<file path="src/rtl/vectadd_dma_master.sv">
// ----------------------------------------------------------------------------
// vectadd_dma_master
//
// Avalon-MM master that computes C[i] = A[i] + B[i] for i = 0..len-1 against
// one port of the vectadd on-chip RAM. The RAM has a fixed read latency and
// no waitrequest, so every bus cycle completes in the cycle it is issued.
//
// Ports
//   clk, reset_n        clock, synchronous active-low reset
//   start               command strobe (sampled only while idle)
//   src_a, src_b, dst   word base addresses of vectors A, B and C
//   len                 element count
//   busy                element processing in progress
//   done                one-cycle completion pulse
//   err                 one-cycle pulse: command rejected (out of range)
//   ovf                 sticky: some element sum carried out of DATA_W bits
//   address             RAM word address (holds its last value when idle)
//   chipselect, write   RAM access strobes
//   byteenable          constant all-ones
//   writedata           RAM write data (holds its last value when idle)
//   readdata            RAM read data, valid READ_LATENCY cycles after a read
//   dbg_state           current FSM state, for checkers and waveforms
//
// Command handshake: there is no ready signal. A command is taken on any
// clock edge where start=1 and the FSM is idle (dbg_state == IDLE, busy=0,
// done=0); start at any other edge is ignored. Every accepted command ends
// with exactly one done pulse, every rejected one with exactly one err pulse.
// ----------------------------------------------------------------------------
module vectadd_dma_master #(
    parameter int ADDR_W       = 14,
    parameter int DATA_W       = 32,
    parameter int MEM_WORDS    = 12500,
    parameter int READ_LATENCY = 1
) (
    input  logic                clk,
    input  logic                reset_n,
    input  logic                start,
    input  logic [ADDR_W-1:0]   src_a,
    input  logic [ADDR_W-1:0]   src_b,
    input  logic [ADDR_W-1:0]   dst,
    input  logic [ADDR_W-1:0]   len,
    output logic                busy,
    output logic                done,
    output logic                err,
    output logic                ovf,
    output logic [ADDR_W-1:0]   address,
    output logic                chipselect,
    output logic                write,
    output logic [DATA_W/8-1:0] byteenable,
    output logic [DATA_W-1:0]   writedata,
    input  logic [DATA_W-1:0]   readdata,
    output logic [2:0]          dbg_state
);

    typedef enum logic [2:0] {
        IDLE   = 3'd0,
        RD_A   = 3'd1,
        WAIT_A = 3'd2,
        RD_B   = 3'd3,
        WAIT_B = 3'd4,
        WR     = 3'd5,
        FIN    = 3'd6
    } state_t;

    // Range limit at ADDR_W+1 bits so base+len never wraps.
    localparam logic [ADDR_W:0] MEM_LIM  = (ADDR_W+1)'(MEM_WORDS);
    localparam logic [1:0]      LAT_LAST = 2'(READ_LATENCY - 1);

    state_t              state_q, state_d;
    logic [ADDR_W-1:0]   base_a_q, base_a_d;
    logic [ADDR_W-1:0]   base_b_q, base_b_d;
    logic [ADDR_W-1:0]   base_c_q, base_c_d;
    logic [ADDR_W-1:0]   len_q, len_d;
    logic [ADDR_W-1:0]   idx_q, idx_d;
    logic [1:0]          lat_q, lat_d;
    logic [DATA_W-1:0]   reg_a_q, reg_a_d;
    logic                carry_q, carry_d;
    logic [ADDR_W-1:0]   addr_q, addr_d;
    logic [DATA_W-1:0]   wdata_q, wdata_d;
    logic                ovf_q, ovf_d;
    logic                err_q, err_d;

    logic [ADDR_W:0]     end_a, end_b, end_c;
    logic                cmd_bad;
    logic [ADDR_W-1:0]   idx_inc;
    logic [DATA_W:0]     elem_sum;

    assign end_a   = {1'b0, src_a} + {1'b0, len};
    assign end_b   = {1'b0, src_b} + {1'b0, len};
    assign end_c   = {1'b0, dst}   + {1'b0, len};
    assign cmd_bad = (end_a > MEM_LIM) || (end_b > MEM_LIM) || (end_c > MEM_LIM);
    assign idx_inc = idx_q + ADDR_W'(1);

    // B[i] is never stored on its own: the sum is formed the cycle B arrives
    // and registered straight into writedata, with its carry kept for WR.
    assign elem_sum = {1'b0, reg_a_q} + {1'b0, readdata};

    always_ff @(posedge clk) begin
        if (!reset_n) begin
            state_q  <= IDLE;
            base_a_q <= '0;
            base_b_q <= '0;
            base_c_q <= '0;
            len_q    <= '0;
            idx_q    <= '0;
            lat_q    <= '0;
            reg_a_q  <= '0;
            carry_q  <= 1'b0;
            addr_q   <= '0;
            wdata_q  <= '0;
            ovf_q    <= 1'b0;
            err_q    <= 1'b0;
        end else begin
            state_q  <= state_d;
            base_a_q <= base_a_d;
            base_b_q <= base_b_d;
            base_c_q <= base_c_d;
            len_q    <= len_d;
            idx_q    <= idx_d;
            lat_q    <= lat_d;
            reg_a_q  <= reg_a_d;
            carry_q  <= carry_d;
            addr_q   <= addr_d;
            wdata_q  <= wdata_d;
            ovf_q    <= ovf_d;
            err_q    <= err_d;
        end
    end

    // The address register is loaded on entry to each bus state, so during
    // RD_A/RD_B/WR it already shows the right address and otherwise holds.
    always_comb begin
        state_d  = state_q;
        base_a_d = base_a_q;
        base_b_d = base_b_q;
        base_c_d = base_c_q;
        len_d    = len_q;
        idx_d    = idx_q;
        lat_d    = lat_q;
        reg_a_d  = reg_a_q;
        carry_d  = carry_q;
        addr_d   = addr_q;
        wdata_d  = wdata_q;
        ovf_d    = ovf_q;
        err_d    = 1'b0;

        case (state_q)
            IDLE: begin
                if (start) begin
                    if (cmd_bad) begin
                        err_d = 1'b1;
                    end else if (len == '0) begin
                        state_d = FIN;
                    end else begin
                        base_a_d = src_a;
                        base_b_d = src_b;
                        base_c_d = dst;
                        len_d    = len;
                        idx_d    = '0;
                        ovf_d    = 1'b0;
                        addr_d   = src_a;
                        state_d  = RD_A;
                    end
                end
            end
            RD_A: begin
                lat_d   = '0;
                state_d = WAIT_A;
            end
            WAIT_A: begin
                if (lat_q == LAT_LAST) begin
                    reg_a_d = readdata;
                    addr_d  = base_b_q + idx_q;
                    state_d = RD_B;
                end else begin
                    lat_d = lat_q + 2'd1;
                end
            end
            RD_B: begin
                lat_d   = '0;
                state_d = WAIT_B;
            end
            WAIT_B: begin
                if (lat_q == LAT_LAST) begin
                    wdata_d = elem_sum[DATA_W-1:0];
                    carry_d = elem_sum[DATA_W];
                    addr_d  = base_c_q + idx_q;
                    state_d = WR;
                end else begin
                    lat_d = lat_q + 2'd1;
                end
            end
            WR: begin
                ovf_d = ovf_q | carry_q;
                idx_d = idx_inc;
                if (idx_inc < len_q) begin
                    addr_d  = base_a_q + idx_inc;
                    state_d = RD_A;
                end else begin
                    state_d = FIN;
                end
            end
            FIN: begin
                state_d = IDLE;
            end
            default: begin
                state_d = IDLE;
            end
        endcase
    end

    assign busy       = (state_q == RD_A) || (state_q == WAIT_A) || (state_q == RD_B) ||
                        (state_q == WAIT_B) || (state_q == WR);
    assign done       = (state_q == FIN);
    assign err        = err_q;
    assign ovf        = ovf_q;
    assign chipselect = (state_q == RD_A) || (state_q == RD_B) || (state_q == WR);
    assign write      = (state_q == WR);
    assign byteenable = '1;
    assign address    = addr_q;
    assign writedata  = wdata_q;
    assign dbg_state  = state_q;

endmodule

</file>
<file path="config.mk">
export PLATFORM = sky130hd
export DESIGN_NAME = vectadd_dma_master
export DESIGN_NICKNAME = d
export VERILOG_FILES = /design/src/rtl/vectadd_dma_master.sv
export SDC_FILE = /design/constraint.sdc
export NUM_CORES = 1
export LEC_CHECK = 0
export ABC_CLOCK_PERIOD_IN_PS = 11640
export BUFFER_PORTS_ARGS = -buffer_cell sky130_fd_sc_hd__buf_2
export CAP_MARGIN = 30
export CORE_MARGIN = 1
export CORE_UTILIZATION = 50
export DETAILED_ROUTE_END_ITERATION = 7
export GPL_TIMING_DRIVEN = 0
export MAX_ROUTING_LAYER = met4
export PLACE_DENSITY = 0.72
export RECOVER_POWER = 50
export SETUP_SLACK_MARGIN = 0.4
export SLEW_MARGIN = 15
export SYNTH_ARGS = -nofsm -noshare
export SYNTH_HDL_FRONTEND = slang
export SYNTH_SLANG_ARGS = --single-unit
</file>
<file path="constraint.sdc">
create_clock -name clk -period 11.64 [get_ports clk]
set_input_delay 2.328 -clock clk [delete_from_list [all_inputs] [get_ports clk]]
set_output_delay 2.328 -clock clk [all_outputs]
set_load 0.01 [all_outputs]
</file>
==> results.json <==
{
  "crit_required_ns": 11.94,
  "coreArea_um2": 22570,
  "yosysMostFrequentCell": "nand2_1",
  "antenna_left": 0,
  "ctsHoldBuffers": 0,
  "fmax_mhz": 164.6,
  "period_share": 0.5220,
  "via_per_inst": 5.888,
  "p_leak_nw": 5.530,
  "outcome": "finished clean",
  "grt_usage": 0.3034,
  "port_buffers": 144,
  "arrival_ns": 6.37,
  "vdd_drop_max_v": 0.0001091,
  "drt-met1-wl_mm": 15.46,
  "syn-instance-count": 1433,
  "ys_warn_count": 0,
  "endpoint_kind": "flop",
  "finalSetupTns_ns": 0,
  "syn_to_final_growth_pct": 14.36,
  "numCtsBuffers": 17,
  "r2r_cells": 17,
  "clockBufferDepth": 2,
  "hold_end": "writedata[23]",
  "h-tree-depth": 4,
  "stdcell_count": 1898,
  "grt_pass1_wl_mm": 54.91,
  "final_util": 0.5804,
  "layout.nets": 1811,
  "hp-class": "flop to flop",
  "rsz0062_at_grt": "false",
  "async_reset_ff_frac": 0,
  "topRoutingLayerUsed": "met4",
  "crit_start": "len[0]",
  "worstSetupPathType": "input port to flop",
  "cts_tree": "done",
  "synthAdderAreaFrac": 0.1361,
  "synth_ff_type": "dfxtp_1",
  "clk_latency_ns": 0.43,
  "drc_errors": 0,
  "synth_top_area_cell": "dfxtp_1",
  "die_x_um": 153.4,
  "p_per_area_nw_per_um2": 137.6,
  "path_clk_slew_ns": 0.07,
  "placed_cell_area_um2": 12540,
  "finalMaxSlewViolations": 0,
  "reg2reg_to": "address[13]",
  "synth_cell_types": 75,
  "ys_ff_latch": 156,
  "root_buffer": "clkbuf_16",
  "grt_pass1_vias": 10321,
  "yosys-top-cells-area": "dfxtp_1 (27%), ha_1 (13%), mux2i_1 (6.8%)",
  "synth.avg_cell_area_um2": 7.994,
  "synth_top_family_by_area": "compound AO/OA/AOI/OAI gates",
  "hold-path-cell-count": 2,
  "synth-compound-area-share": 0.2271,
  "synth_area_um2": 11450,
  "cp_max_fo": 10,
  "startpoint_type": "input port",
  "dieArea_um2": 23520,
  "die_h_um": 153.4,
  "synth-edff-count": 0,
  "synth_simple_gate_area_frac": 0.1782,
  "met3_length_mm": 2.356,
  "cts-resized-gates": 0,
  "min_period_ns": 6.076,
  "r2r_setup_slack_ns": 6.79,
  "gp_congestion": 0.9572,
  "final_cell_area_um2": 13100,
  "grt_max_degree": 17,
  "synth.area.mux_share": 0.08094,
  "layout-drive-gt1-share": 0.1011,
  "num_io_pins": 150,
  "hp-start": "writedata[23]",
  "dp.cells": 1865,
  "cts_setup_buffers": 0,
  "drtPass1Iterations": 5,
  "maxSlewHeadroom": 0.4122,
  "seq_area_frac_synth": 0.2726,
  "vias": 11175,
  "clock_skew_ns": 0.01470,
  "wl_per_cell_um": 18.18,
  "reg2reg_from": "dbg_state[1]",
  "synth_common_cells": "nand2_1 (190), dfxtp_1 (156), nor2_1 (132)",
  "routed_wl_mm": 34.51,
  "dp_hpwl_mm": 27.02,
  "antenna_found_initial": 1,
  "worst_pin_slew_ns": 0.8758,
  "overflow": 0,
  "finalPower_mw": 1.803,
  "setup_violations": 0,
  "wl_met2_mm": 15.77,
  "synth_top_area_share": 0.2726,
  "start_util": 0.5075,
  "drv_cap": 0,
  "clkSinkCount": 156,
  "final-hold-violation-count": 0,
  "synth_xor_area_frac": 0.06040,
  "dr.first_iter.drc_count": 1053,
  "rows": 55
}
layout make-up:
cell class / count / area, um^2
well taps: 285 / 356.6
fillers: 2164 / 9472
inverters: 62 / 232.7
diodes: 1 / 2.502
clock buffers: 18 / 439.2
repair buffers: 144 / 653.1
plain buffers: 60 / 275.3
clock inverters: 14 / 182.7
multi-input cells: 1158 / 7835
flip-flops and latches: 156 / 3123
through the flow:
stage,hold slack (ns),setup slack (ns)
final,0.4531,5.564
after global routing,0.4692,5.405
after CTS,0.4505,5.593
after global placement,0.4382,5.350
after detailed placement,0.4409,5.148
after floorplan,0.4400,6.193
critical path, cell delays in order:
cell	delay, ns
buf_2	0.17
ha_1	0.22
inv_1	0.07
fa_1	0.40
nand2b_1	0.19
a21oi_1	0.21
o211a_1	0.23
o21ai_0	0.08
o41a_1	0.13
nor4_1	0.63
o32ai_2	0.31
nor4_4	0.64
buf_6	0.28
buf_6	0.21
mux2i_1	0.21
nor2_1	0.05
metal layers:
layer	vias to the layer above	global-route usage
met5	-	-
met4	0	0.09762
met3	61	0.04962
met2	361	0.4775
met1	5266	0.3960
li1	5487	-
cells by family (layout without fill, tap and decap cells):
group | after synthesis | after routing
simple gates | 458 | 458
compound gates | 405 | 405
flops | 156 | 156
buf+inv | 122 | 298
fa+ha+maj | 121 | 121
mux | 91 | 91
xor+xnor | 79 | 79
other cells | 1 | 5
report_power, final:
group / total, mW / internal, mW / switching (mW)
Clock: 0.593 / 0.348 / 0.245
Combinational: 0.593 / 0.223 / 0.370
Sequential: 0.616 / 0.586 / 0.0303
flip-flops by register name, summed over array words and instances, names as in the netlist, 14 cells and up:
name / cells
idx_q: 14
reg_a_q: 32
base_b_q: 14
base_a_q: 14
base_c_q: 14
address: 14
writedata: 32
len_q: 14
worst max-delay path by stage:
stage	to	slack, ns	cells after the start
2_1_floorplan	base_a_q[0]	6.19	14
5_1_grt	base_a_q[4]	5.41	16
4_1_cts	base_a_q[8]	5.59	16
6_report	base_a_q[8]	5.56	16
3_3_place_gp	base_a_q[2]	5.35	16
3_5_place_dp	base_a_q[8]	5.15	16
placed cells by master (no fill, tap or decap), types with 27 or more instances in the layout:
cell type  instances
nand2_1          190
dfxtp_1          156
nor2_1           132
a21oi_1          126
ha_1             115
clkbuf_1         100
buf_2             91
o21ai_0           78
mux2i_1           78
inv_1             61
xnor2_1           45
a21o_1            35
xor2_1            34
nand3_1           27
No activity file was read; power rests on OpenSTA's default activity.
